===== src/rtl/acc_cpu_p.sv =====
`default_nettype none
// ============================================================================
// Module   : acc_cpu_p
// Purpose  : Multi-cycle accumulator CPU with one memory port. Eight
//            opcodes (NOT, ADC, JPA, INC, STA, LDA, AND, HLT), each with an
//            optional single level of indirection through memory.
// Revision : 1.0 - initial release
// ----------------------------------------------------------------------------
// Ports
//   clk        in   1       clock; every state change is on the rising edge
//   rst        in   1       synchronous, active-high reset
//   mem_addr   out  ADDR_W  memory address (PC while fetching, MA otherwise)
//   mem_rdata  in   DATA_W  synchronous-read data, valid one cycle after
//                           mem_addr was presented
//   mem_wdata  out  DATA_W  store data (always the accumulator)
//   mem_we     out  1       write strobe, only in STORE and never under reset
//   ac         out  DATA_W  accumulator
//   carry      out  1       carry flag
//   pc         out  ADDR_W  program counter
//   halted     out  1       high while halted
//   retire     out  1       one-cycle pulse in the last cycle of an instruction
// ============================================================================
module acc_cpu_p #(
  parameter int DATA_W    = 16,
  parameter int ADDR_W    = 12,
  parameter bit STA_CLEAR = 1'b1
) (
  input  logic              clk,
  input  logic              rst,
  output logic [ADDR_W-1:0] mem_addr,
  input  logic [DATA_W-1:0] mem_rdata,
  output logic [DATA_W-1:0] mem_wdata,
  output logic              mem_we,
  output logic [DATA_W-1:0] ac,
  output logic              carry,
  output logic [ADDR_W-1:0] pc,
  output logic              halted,
  output logic              retire
);

  typedef enum logic [3:0] {
    S_FETCH  = 4'd0,
    S_LOADIR = 4'd1,
    S_DECODE = 4'd2,
    S_IND0   = 4'd3,
    S_IND1   = 4'd4,
    S_OPER0  = 4'd5,
    S_OPER1  = 4'd6,
    S_STORE  = 4'd7,
    S_HALT   = 4'd8
  } state_t;

  localparam logic [2:0] c_op_not = 3'b000;
  localparam logic [2:0] c_op_adc = 3'b001;
  localparam logic [2:0] c_op_jpa = 3'b010;
  localparam logic [2:0] c_op_inc = 3'b011;
  localparam logic [2:0] c_op_sta = 3'b100;
  localparam logic [2:0] c_op_lda = 3'b101;
  localparam logic [2:0] c_op_and = 3'b110;
  localparam logic [2:0] c_op_hlt = 3'b111;

  localparam logic [ADDR_W-1:0] c_pc_step  = {{(ADDR_W-1){1'b0}}, 1'b1};
  localparam logic [DATA_W:0]   c_inc_step = {{DATA_W{1'b0}}, 1'b1};

  state_t              r_state;
  state_t              w_next_state;
  logic [ADDR_W-1:0]   r_pc;
  logic [ADDR_W-1:0]   r_ma;
  logic [DATA_W-1:0]   r_ac;
  logic                r_carry;
  // Only the opcode and addressing-mode bits of IR are ever consulted; the
  // operand address is captured straight into MA during LOADIR.
  logic [3:0]          r_ir_hi;

  logic [2:0]          w_op;
  logic                w_am;
  logic                w_ac_nz;
  logic [ADDR_W-1:0]   w_ptr;
  logic [DATA_W:0]     w_adc_sum;
  logic [DATA_W:0]     w_inc_sum;

  assign w_op    = r_ir_hi[3:1];
  assign w_am    = r_ir_hi[0];
  assign w_ac_nz = (r_ac != '0);
  assign w_ptr   = mem_rdata[ADDR_W-1:0];

  assign w_adc_sum = {1'b0, r_ac} + {1'b0, mem_rdata} + {{DATA_W{1'b0}}, r_carry};
  assign w_inc_sum = {1'b0, r_ac} + c_inc_step;

  assign ac        = r_ac;
  assign carry     = r_carry;
  assign pc        = r_pc;
  assign mem_wdata = r_ac;

  // --------------------------------------------------------------------------
  // State register
  // --------------------------------------------------------------------------
  always_ff @(posedge clk) begin
    if (rst) begin
      r_state <= S_FETCH;
    end else begin
      r_state <= w_next_state;
    end
  end

  // --------------------------------------------------------------------------
  // Next state and state-decoded outputs
  // --------------------------------------------------------------------------
  always_comb begin
    w_next_state = S_FETCH;
    mem_addr     = r_ma;
    mem_we       = 1'b0;
    halted       = 1'b0;
    retire       = 1'b0;

    case (r_state)
      S_FETCH: begin
        mem_addr     = r_pc;
        w_next_state = S_LOADIR;
      end

      S_LOADIR: begin
        w_next_state = S_DECODE;
      end

      S_DECODE: begin
        case (w_op)
          c_op_not, c_op_inc: w_next_state = S_FETCH;
          c_op_hlt:           w_next_state = S_HALT;
          // A jump on a zero accumulator is a no-op, so it never needs the
          // pointer read even when indirect.
          c_op_jpa:           w_next_state = (w_ac_nz && w_am) ? S_IND0 : S_FETCH;
          c_op_sta:           w_next_state = w_am ? S_IND0 : S_STORE;
          default:            w_next_state = w_am ? S_IND0 : S_OPER0;
        endcase
      end

      S_IND0: begin
        w_next_state = S_IND1;
      end

      S_IND1: begin
        case (w_op)
          c_op_jpa: w_next_state = S_FETCH;
          c_op_sta: w_next_state = S_STORE;
          default:  w_next_state = S_OPER0;
        endcase
      end

      S_OPER0: begin
        w_next_state = S_OPER1;
      end

      S_OPER1: begin
        w_next_state = S_FETCH;
      end

      S_STORE: begin
        mem_we       = ~rst;
        w_next_state = S_FETCH;
      end

      S_HALT: begin
        halted       = 1'b1;
        w_next_state = S_HALT;
      end

      default: begin
        w_next_state = S_FETCH;
      end
    endcase

    // HLT retires in DECODE even though it heads to HALT, not FETCH.
    retire = ~rst && ((w_next_state == S_FETCH) ||
                      ((r_state == S_DECODE) && (w_op == c_op_hlt)));
  end

  // --------------------------------------------------------------------------
  // Datapath registers
  // --------------------------------------------------------------------------
  always_ff @(posedge clk) begin
    if (rst) begin
      r_pc    <= '0;
      r_ma    <= '0;
      r_ac    <= '0;
      r_carry <= 1'b0;
      r_ir_hi <= '0;
    end else begin
      case (r_state)
        S_LOADIR: begin
          r_ir_hi <= mem_rdata[DATA_W-1:DATA_W-4];
          r_ma    <= mem_rdata[ADDR_W-1:0];
          r_pc    <= r_pc + c_pc_step;
        end

        S_DECODE: begin
          case (w_op)
            c_op_not: r_ac <= ~r_ac;
            c_op_inc: {r_carry, r_ac} <= w_inc_sum;
            c_op_jpa: begin
              if (w_ac_nz && !w_am) begin
                r_pc <= r_ma;
              end
            end
            default: begin
            end
          endcase
        end

        S_IND1: begin
          if (w_op == c_op_jpa) begin
            r_pc <= w_ptr;
          end else begin
            r_ma <= w_ptr;
          end
        end

        S_OPER1: begin
          case (w_op)
            c_op_adc: {r_carry, r_ac} <= w_adc_sum;
            c_op_lda: r_ac <= mem_rdata;
            c_op_and: r_ac <= r_ac & mem_rdata;
            default: begin
            end
          endcase
        end

        S_STORE: begin
          if (STA_CLEAR) begin
            r_ac <= '0;
          end
        end

        default: begin
        end
      endcase
    end
  end

endmodule
`default_nettype wire


===== config.mk =====
export PLATFORM = sky130hd
export DESIGN_NAME = acc_cpu_p
export DESIGN_NICKNAME = d
export VERILOG_FILES = /design/src/rtl/acc_cpu_p.sv
export SDC_FILE = /design/constraint.sdc
export NUM_CORES = 1
export LEC_CHECK = 0
export ABC_AREA = 1
export ABC_CLOCK_PERIOD_IN_PS = 1700
export CORE_MARGIN = 4
export CORE_UTILIZATION = 35
export CTS_CLUSTER_SIZE = 24
export DETAILED_ROUTE_END_ITERATION = 8
export GPL_TIMING_DRIVEN = 0
export PLACE_DENSITY = 0.7
export REMOVE_ABC_BUFFERS = 1
export SLEW_MARGIN = 20
export SYNTH_ARGS = -nofsm -noshare
export SYNTH_HDL_FRONTEND = slang
export SYNTH_SLANG_ARGS = --single-unit

===== constraint.sdc =====
create_clock -name clk -period 1.7 [get_ports clk]
set_input_delay 0.255 -clock clk [delete_from_list [all_inputs] [get_ports clk]]
set_output_delay 0.255 -clock clk [all_outputs]
set_load 0.03 [all_outputs]

After elaboration in Yosys (flattened, before gate mapping) --
Cells that the tools add are included.
Word-level totals: register bits after elaboration 49, latch bits 0, bits in writable memories 0, bits in read-only memories 0, bits of input ports 18, output and inout bits 60, memories 0
Operators by class: add/sub/neg operators 4, $mul 0, div/mod/pow operators 0, $lt $le $gt $ge 0, eq/ne operators 23, shifts and indexed selects 0, mux-type cells 21, bitwise operators 3, reduce and logical (&&, ||, !) cells 19
Operator list (number):
- 16-bit case mux with 3 select lines | 2
- 12-bit 2-to-1 mux | 5
- 12-bit case mux with 3 select lines | 1
- 16-bit case mux with 2 select lines | 1
- 4-bit case mux with 7 select lines | 1
- 12-bit case mux with 2 select lines | 1
- 16-bit by 1-bit adder with 17-bit output (second input constant) | 1
- 16-bit by 16-bit adder with 17-bit output | 1
- 17-bit by 1-bit adder with 17-bit output | 1
- 16-bit bitwise AND | 1
- 4-bit by 3-bit == test with 1-bit output (second input constant) | 4
- 16-bit inverter | 1
- 4-bit case mux with 4 select lines | 1
- 16-bit nonzero test | 1
- 12-bit by 1-bit adder with 12-bit output (second input constant) | 1
- 3-bit == test (second input constant) | 4
- 4-bit by 2-bit == test with 1-bit output (second input constant) | 2
- 4-bit logical NOT | 2
- 3-bit by 2-bit == test with 1-bit output (second input constant) | 2
- 3-bit 2-to-1 mux | 2
- 2-bit by 1-bit != test with 1-bit output (second input constant) | 3
- 2-bit != test (second input constant) | 3
- 3-bit case mux with 2 select lines | 1
- 3-bit AND reduction | 2
- other kinds (18) | 26

Longest topological paths before layout --
depth in word-level cells 8, mapped depth 12, gate-level depth less buffers 12

Worst setup path before layout --
Ideal clock, no wire load.
path type flip-flop to flip-flop, from register r_ac[0] (netlist: ac[0]), to register r_ac[12] (netlist: ac[12]), arrival 1.997 ns, slack -0.367 ns, stages on the path, launching flop included 13, path buffers 0, path through dfxtp_1 -> fa_1 -> inv_1 -> fa_1 -> inv_1 -> nand3_1 -> nand3_1 -> nand3_1 -> nand3_1 -> nand2_1 -> nand3_1 -> nand2_1 -> a21oi_1
Between the ends: word-level cells in the longest chain between the ends 4
Ends and longest elaborated chain:
- start: declaration | RTL line 69 | logic [DATA_W-1:0] r_ac;
- start signal: assignment | RTL line 198 | c_op_not: r_ac <= ~r_ac;
- start signal: assignment | RTL line 199 | c_op_inc: {r_carry, r_ac} <= w_inc_sum;
- start signal: assignment | RTL line 220 | c_op_adc: {r_carry, r_ac} <= w_adc_sum;
- 16-bit by 16-bit adder with 17-bit output | RTL line 87 | assign w_adc_sum = {1'b0, r_ac} + {1'b0, mem_rdata} + {{DATA_W{1'b0}}, r_carry};
- 17-bit by 1-bit adder with 17-bit output | RTL line 87
- 16-bit case mux with 3 select lines | RTL line 219 | case (w_op)
- 16-bit case mux with 3 select lines (*) | RTL line 189 | case (r_state)
Mark *: on every way between the ends. The rest lies on a longest branch, timed or not. A chain may end at the register's enable or synchronous reset.

Worst setup path after layout --
from register r_ac[0] (netlist: ac[0]), to output port retire
Between the ends: word-level cells in the longest chain between the ends 8
Ends and longest elaborated chain:
- 16-bit nonzero test | RTL line 84 | assign w_ac_nz = (r_ac != '0);
- 1-bit logical AND | RTL line 132 | c_op_jpa: w_next_state = (w_ac_nz && w_am) ? S_IND0 : S_FETCH;
- 2-bit 2-to-1 mux | RTL line 132
- 4-bit case mux with 4 select lines | RTL line 127 | case (w_op)
- 4-bit case mux with 7 select lines | RTL line 116 | case (r_state)
- 4-bit logical NOT | RTL line 174 | retire = ~rst && ((w_next_state == S_FETCH) ||
- 1-bit logical OR | RTL line 174
- 1-bit logical AND | RTL line 174
- end: declaration | RTL line 38 | output logic retire
No other way between the ends.

==> results.md <==
- Final Setup Violations: 57
- Port bufs: 77
- Setup CP Type: reg -> out
- Net Sw Power: 5263 µW
- Clock Power Share: 11.7%
- Area Growth Syn to Fin: 48.49%
- Global route total overflow: 0
- Adder-cell share of the synthesized area: 5.990%
- Initial antenna violation count: 0
- DRT iter0 DRCs: 554
- Number of diodes: 0
- Status: finished with violations
- Clock Path Buffers: 2
- Most frequent cells in the layout: nand2_1, inv_1, nor2_1
- Placed Area: 0.005368 mm²
- Boundary Pins: 78
- DRT antenna net count: 0
- Failing checks: setup timing
- Worst-margin pin slew: 815.4 ps
- Nets: 933
- Die area: 0.01515 mm²
- Setup slack after layout: -418.4 ps
- Skew final: 10.19 ps
- Vias: 5744
- Switching Fraction: 52.00%
- Max Clk Rate: 472.1 MHz
- Chip width: 123.1 µm
- Crit path DAT: 1860 ps
- Sink Count: 49
- First-pass GRT wire length: 25820 µm
- Number of max-cap violations: 0
- Design Area, Final: 0.006885 mm²
- Crit-path max FO: 3
- Syn Inst Count: 799
- Simple-gate share of the synthesized area: 35.91%
- Max Transition Viols Final: 0
- Startpoint Class: flip-flop
- DIE HEIGHT: 123.1 µm
- FP Rows: 41
- Reg2Reg Capture Point: ac[4]
- Gr usage total: 21.37%
- Clk slew on worst S/H paths: 70 ps
- Clk Latency, worst-skew pair: 300 ps
- Finished Layout Cells: 1067
- CP endpoint kind: output port
- R2r setup slk: -350 ps
- Initial core utilization: 36.30%
- Worst hold path type: in -> reg
- Slew margin rel.: 45.56%
- Post-synthesis cell type count: 43
- Cell-internal power: 4858 µW
- Most common cell after layout, fill and taps aside: nand2_1
- Synth Warn #: 0
- Tcrit/Tclk final: 124.6%
- Combinational share of power: 66.1%
- Vias in the first global route: 5230
- Worst Hold Depth: 3
- Final min period: 2118 ps
- Layout cell share with drive strength beyond 1: 28.94%
- RSZ-0062 raised after global routing: yes
- Worst EP required: 1440 ps
- Via/cell ratio: 5.383
- Total iterations of the first detailed-routing run: 5
- Reg-to-reg critical path startpoint: ac[0]
- Worst hold start: mem_rdata[9]
- Core area: 0.01277 mm²
- Routed len/inst: 16.27 µm
- Placed cells: 1009
- Post-synth EDFFs: 0
- Register area share after synthesis: 21.15%
- Overall routed net length: 17360 µm
- Worst hold slack: 372.2 ps
- Cts hold-fix bufs: 0
- Main combinational cell family by area after synthesis: simple AND/OR/NAND/NOR gates
- Final Hold Vio Count: 0
- Sequential Power Share: 22.2%
- H-tree depth: 2
- Power per cell area: 1470 mW/mm²
- Fill cells: 1153
- Multi-input gate area: 0.003759 mm²
- Post-Synth XOR/XNOR Area: 1.322%
- CTS Root Cell: clkbuf_16
- Asr flop ratio synth: 0%
- Ys flop type: dfxtp_1
- Number of synthesized register bits: 49
- Reg area: 0.001033 mm²
- DP Worst Slack: -1693 ps
- Post-DP HPWL: 11020 µm
- Mapped Area: 0.004637 mm²
- Syn Area/Cell: 5.803 µm²
- Largest net degree at the start of global routing: 46
- Proportion of synthesized area in mux cells: 0%
- Cell depth of the worst flop-to-flop path: 12
- IR drop worst, VDD: 0.5739 mV
- Inserted Clock Buffers: 5
- Fin util: 53.90%
- TritonCTS clock tree: done
- Compound-gate portion of the synthesized area: 20.72%
- Leakage power: 0.003392 µW
- WHS Endpoint: r_ma[9]
- DRC viols: 0
- GPL Wtd Cong: 0.9458
final cells by class:
cell class / instances / share of cell area, %
clock buffers: 5 / 1.817
clock inverters: 3 / 0.6724
inverters: 114 / 6.942
multi-input cells: 599 / 54.59
flip-flops and latches: 49 / 15.01
well taps: 172 / 3.126
repair buffers: 122 / 17.34
repair inverters: 3 / 0.5088
layer usage:
metal  GRT usage (%)  vias up  routed length, µm
met5               0        -                  0
met4           9.412        0                757
met3           3.065       55               1165
met2           34.64      231               8130
met1           28.27     2665               7304
li1                -     2793                  -
what timing repair did:
item,in CTS,in global routing
resized for setup,238,176
pin swaps,30,45
gates cloned,1,4
endpoints found under the setup margin,93,72
setup buffers,28,19
flip-flops by register name, indices dropped and copies added (netlist names):
signal	count
pc	12
carry	1
r_ma	12
r_ir_hi	4
ac	16
r_state	4
synthesized netlist by cell type, types with 2 or more instances:
master,instances,area [µm²]
a21oi_1,61,305.3
a21oi_2,2,17.52
a221oi_1,2,17.52
a22o_1,4,35.03
a31oi_1,4,25.02
buf_2,11,55.05
buf_4,17,127.6
buf_6,2,22.52
clkbuf_1,7,26.28
dfxtp_1,49,980.9
fa_1,2,40.04
ha_1,19,237.7
inv_1,104,390.4
inv_2,7,26.28
nand2_1,212,795.8
nand2_2,2,12.51
nand2_4,3,33.78
nand3_1,67,335.3
nand4_1,10,62.56
nor2_1,82,307.8
nor2_2,2,12.51
nor2_4,3,33.78
nor3_1,9,45.04
o211ai_1,5,37.54
o21ai_0,86,430.4
o21ai_1,3,15.01
o22ai_1,2,12.51
xor2_1,7,61.31
how the worst max path moves through the flow:
| stage | startpoint | endpoint | slack [ps] | cells after the start |
|---|---|---|---|---|
| 6_report | ac[0] | retire | -420 | 13 |
| 5_1_grt | ac[0] | retire | -530 | 13 |
| 4_1_cts | ac[0] | retire | -360 | 13 |
| 3_5_place_dp | r_ir_hi[3] | ac[3] | -1690 | 9 |
| 3_3_place_gp | r_ir_hi[3] | ac[3] | -1660 | 9 |
| 2_1_floorplan | ac[0] | ac[12] | -590 | 12 |
power groups by stage:
stage	combinational [µW]	clock (µW)	sequential [µW]
floorplan	2700	0	2550
global placement	4830	0	2120
detailed placement	4860	0	2130
CTS	5310	1200	2160
global route	7220	1230	2300
finish	6690	1180	2250
per-stage QoR:
stage | setup TNS, ps | total power [µW]
after floorplan | -14630 | 5243
after global placement | -57040 | 6950
after detailed placement | -50460 | 6989
after CTS | -5516 | 8675
after global routing | -11570 | 10750
final | -6865 | 10120
kinds of logic after synthesis:
logic type / after synthesis
simple gates: 393
compound gates: 176
buf+inv: 153
flops: 49
fa+ha+maj: 21
xor+xnor: 7
worst max-delay path, cell delays in order, from the launching register on:
cell and delay [ps]:
dfxtp_4 370, inv_4 60, ha_4 130, nand3_2 60, nor2_2 140, nand2_2 100, nand2_2 80, nand2_2 70
nor2_1 90, nand2_1 80, nor2_2 90, nor2_1 50, nor2_1 80, buf_4 170
Power figures use the tool's default switching activity.
==> variant 1 (same flow settings) <==
Encoding of `state_t`: now one-hot (9 bits for 9 states).
--- a/src/rtl/acc_cpu_p.sv
+++ b/src/rtl/acc_cpu_p.sv
@@ -39,14 +39,14 @@
 );
 
-  typedef enum logic [3:0] {
-    S_FETCH  = 4'd0,
-    S_LOADIR = 4'd1,
-    S_DECODE = 4'd2,
-    S_IND0   = 4'd3,
-    S_IND1   = 4'd4,
-    S_OPER0  = 4'd5,
-    S_OPER1  = 4'd6,
-    S_STORE  = 4'd7,
-    S_HALT   = 4'd8
+  typedef enum logic [8:0] {
+    S_FETCH  = 9'b000000001,
+    S_LOADIR = 9'b000000010,
+    S_DECODE = 9'b000000100,
+    S_IND0   = 9'b000001000,
+    S_IND1   = 9'b000010000,
+    S_OPER0  = 9'b000100000,
+    S_OPER1  = 9'b001000000,
+    S_STORE  = 9'b010000000,
+    S_HALT   = 9'b100000000
   } state_t;
 
Function: no difference found for any inputs over 10 cycles, from zero or initial values and one cycle with rst high; not proved beyond that.
==> variant 1 against the original RTL <==
  * The run still ends with negative setup slack left
  * Routed wire length increased by 15%
  * Synthesized area up 11%
  * Clock skew hardly changed
  * Cell count is 12% higher
  * Final area increased by 9.3%
  * Setup slack got worse by 0.0030 ns
  * Highest routed layer unchanged
  * Sequential cell count is 5 higher
  * Maximum frequency fell by 0.14%
Power is not compared: it rests on default switching activity, and its combinational part moved more than twofold at a synthesized area within 25%.
==> variant 1: results <==
[outcome]
result_of_the_run = "finished, violations left"
violated_checks = "negative setup slack"

[setup_path]
critPathSlowestCell = "sky130_fd_sc_hd__dfxtp_1"
timing.critical_path.max_delay_family = "simple AND/OR/NAND/NOR gates"
ff2ff_setup_slack_ns = -0.32
path_max_fanout = 7

[timing]
final_worst_setup_slack_ns = -0.421
setup_viol = 45
timing.slew.headroom_pct = 57.4
clock_skew_after_layout_ns = 0.00991

[synthesis]
synth_area_leaders = "sky130_fd_sc_hd__dfxtp_1, sky130_fd_sc_hd__nand2_1, sky130_fd_sc_hd__inv_1"
yosys.area_share.xor_xnor_pct = 2.38
yosys.cell_types.count = 39
synth_warnings = 0
synth.top_cells.by_count = "sky130_fd_sc_hd__nand2_1, sky130_fd_sc_hd__inv_1, sky130_fd_sc_hd__nor2_1"
synthAdderAreaFrac_pct = 5.40
avgSynthCellArea_um2 = 5.78
synth_compound_gate_area_share_pct = 14.1
seq_area_frac_synth_pct = 21.0

[clock_network]
clkSlewWorstSetupHoldPaths_ns = 0.08
clock_latency_ns = 0.32
cts_buffers = 5

[detailed_routing]
via_count = 6440
detailedRoute.firstIterationViolations = 761
wl_per_cell_um = 16.6
length_of_the_first_detailed_routing_pass_in_iterations = 5
wl_um = 19900

[global_routing]
first_global_vias = 6164
grt_util_all_layers_pct = 23.5
wire_length_of_the_first_global_routing_pass_um = 31200
grt_start_max_net_pins = 36

[layout]
fin_nets = 1051
drive_gt1_share_pct = 25.4

[place]
globalplace.congestion = 0.927
pre_cts_ws_ns = -1.50
postPlaceCellArea_um2 = 5900
detailedPlacementHpwl_um = 12400

[flow_run]
drv_cap = 0

[min_path]
holdCritPathClass = "in2reg"

[power_and_ir_drop]
switchingPower_mw = 1.58
static-leakage-power_nw = 3.59
[variant 1: changes by cell type after synthesis, moves of 5 or more]
cell	before	now
sky130_fd_sc_hd__o211ai_1	5	11
sky130_fd_sc_hd__nor2_1	82	99
sky130_fd_sc_hd__inv_1	104	131
sky130_fd_sc_hd__o21ai_0	86	55
sky130_fd_sc_hd__a21oi_1	61	49
sky130_fd_sc_hd__nor3_1	9	16
sky130_fd_sc_hd__o21a_1	1	6
sky130_fd_sc_hd__nand4_1	10	25
sky130_fd_sc_hd__dfxtp_1	49	54
sky130_fd_sc_hd__nand2_1	212	262
[variant 1: path summary, 6_finish.rpt]
path | cells past startpoint | endpoint | startpoint
worst min register to register | 2 | r_ma[2] | r_ma[2]
worst max-delay path | 12 | retire | ac[7]
worst max register to register | 13 | r_state[0] | r_state[6]
worst min-delay path | 3 | r_ma[2] | mem_rdata[2]
[variant 1: routing by layer]
metal	share of wire, %	track usage, %	vias up	routed length [um]
met3	8.2	4.58	76	1640
met5	0	0	-	0
met4	4.8	9.94	0	953
met1	40	29.9	2948	7990
met2	47	38.8	307	9340
li1	-	-	3109	-
[variant 1: what timing repair did]
item / CTS / global route
setup endpoints to repair: 97 / 70
pin swaps: 47 / 24
setup buffers: 58 / 13
resized for setup: 297 / 93
gates cloned: 10 / 1
[variant 1: through the flow]
stage | hold slack, ns | setup TNS (ns)
global route | 0.457 | -13.44
detailed placement | 0.462 | -46.96
CTS | 0.478 | -7.15
floorplan | 0.324 | -15.84
global placement | 0.458 | -58.28
finish | 0.390 | -8.50
[variant 1: layout make-up]
class                      instances  area [um^2]
sequential                        54         1140
multi-input combinational        670         4020
fill                            1395         6950
inverter                         135          549
clock buffer                       5          125
timing repair inverter             1         7.51
clock inverter                     3         45.0
tap                              184          230
timing repair buffer             145         1410
==> variant 2 (same flow settings) <==
Without the edit above. Set the parameter `DATA_W` to 20 (it was 16).
--- a/src/rtl/acc_cpu_p.sv
+++ b/src/rtl/acc_cpu_p.sv
@@ -22,5 +22,5 @@
 // ============================================================================
 module acc_cpu_p #(
-  parameter int DATA_W    = 16,
+  parameter int DATA_W    = 20,
   parameter int ADDR_W    = 12,
   parameter bit STA_CLEAR = 1'b1
Ports: changed (resized ac, mem_rdata and mem_wdata); port bits go from 78 to 90. The function was not compared with the original's and may differ.
==> variant 2 against the original RTL <==
  * Power is 25% higher
  * Hold slack improved by 0.023 ns
  * Synthesized cell count is 12% higher
  * Synthesized area is 11% higher
  * Final area rose by 19%
  * Maximum frequency fell by 3.8%
  * Highest routed layer unchanged
  * Setup slack worse by 0.083 ns
  * The flow still finishes with violations (negative setup slack)
  * Routed wire length rose by 28%
  * Largest power group unchanged
  * Sequential cell count increased by 4
==> variant 2: results <==
[global_routing]
grt_util_all_layers_pct = 23.1
grt.met2_usage_pct = 38.4
grt_start_max_net_pins = 50
groute.layer.met1.usage_pct = 30.2
grt_use_met3_pct = 3.17
first_global_vias = 6053

[timing]
tns_ns = -10.32
setup_viol = 45
clock_skew_after_layout_ns = 0.0111
timing.slew.headroom_pct = 62.1
final_worst_setup_slack_ns = -0.501

[layout]
multi_input_comb_area_um2 = 4410
non_clock_inverter_count = 128
fillCellCount = 1225
seqCellArea_um2 = 1160
number_of_flip_flops_in_the_largest_register = 20
clkCellAreaFrac_pct = 1.76
clkbuf_count = 6
buf_share_pct = 20.4
n_multi_input_combinational_cell = 677
non_clk_bufs = 175
drive_gt1_share_pct = 33.3

[detailed_routing]
detailedRoute.firstIterationViolations = 775
wl_per_cell_um = 18.2
routed-wl-met3_um = 2130
wl_met1_um = 8540
wl_um = 22200
avgViaCountPerCell = 5.69
wl_met2_um = 10300

[place]
port_buffers = 89
placed_cells = 1119
detailedPlacementHpwl_um = 12600

[clock_network]
htree_num_levels = 2
cts_buffers = 5
post_cts_buffers = 38
clkSlewWorstSetupHoldPaths_ns = 0.09

[synthesis]
avgSynthCellArea_um2 = 5.72
yosys.cell_types.count = 37
seq_area_frac_synth_pct = 20.7
synth_area_leaders = "sky130_fd_sc_hd__dfxtp_1, sky130_fd_sc_hd__nand2_1, sky130_fd_sc_hd__a21oi_1"
synth.top_cells.by_count = "sky130_fd_sc_hd__nand2_1, sky130_fd_sc_hd__inv_1, sky130_fd_sc_hd__a21oi_1"
total_of_flip_flops_plus_latches_after_synthesis = 53

[power_and_ir_drop]
part_of_the_power_in_registers_pct = 20.1
share_comb_of_total_power_pct = 71.1
static-leakage-power_nw = 3.96
ir_drop_uv = 735
internal_power_mw = 5.88

[outcome]
result_of_the_run = "finished, violations left"
violated_checks = "negative setup slack"

[setup_path]
cp.arrival_ns = 1.95
==> variant 2: cell types whose count changed after synthesis, sizes merged, moves of 5 or more <==
cell and change:
nor2 +5, nand3 +5, inv +8, xnor2 +5, nor3 +10, a21oi +33
o21ai +9, clkbuf +10
==> variant 2: per-stage QoR <==
step	instance area (um^2)	util [%]	hold slack [ns]	setup slack, ns	total power [mW]
finish	8180	58.0	0.395	-0.501	12.7
global route	8180	58.0	0.458	-0.536	13.4
CTS	6960	49.4	0.479	-0.435	10.6
detailed placement	5980	42.5	0.470	-1.81	8.40
global placement	5960	42.3	0.461	-2.68	8.32
floorplan	4850	-	0.324	-0.951	6.24
==> variant 2: worst paths after layout <==
kind                 start         end  slack [ns]  depth (start not counted)
min reg2reg        r_ma[6]     r_ma[6]        0.50                          2
min          mem_rdata[16]  r_ir_hi[0]        0.40                          3
max reg2reg          ac[0]      ac[11]       -0.45                         14
max                  ac[0]      retire       -0.50                         11
==> variant 2: critical path, stage by stage (launching register included) <==
cell and delay, ns:
sky130_fd_sc_hd__dfxtp_4 0.38, sky130_fd_sc_hd__inv_4 0.07, sky130_fd_sc_hd__ha_4 0.17, sky130_fd_sc_hd__nand2_4 0.06, sky130_fd_sc_hd__nor2_4 0.10, sky130_fd_sc_hd__nand3_4 0.11, sky130_fd_sc_hd__nand2_4 0.10, sky130_fd_sc_hd__nand2_2 0.06
sky130_fd_sc_hd__a21oi_2 0.16, sky130_fd_sc_hd__nand2_1 0.09, sky130_fd_sc_hd__a21oi_2 0.16, sky130_fd_sc_hd__buf_6 0.15
==> variant 2: cell families (layout without fill, tap and decap cells) <==
family	after synthesis	count (layout)	synth area share (%)
flops	53	53	20.7
buf+inv	172	311	14.5
xor+xnor	10	10	1.71
compound gates	220	220	22.6
fa+ha+maj	25	25	6.39
simple gates	417	422	34.1
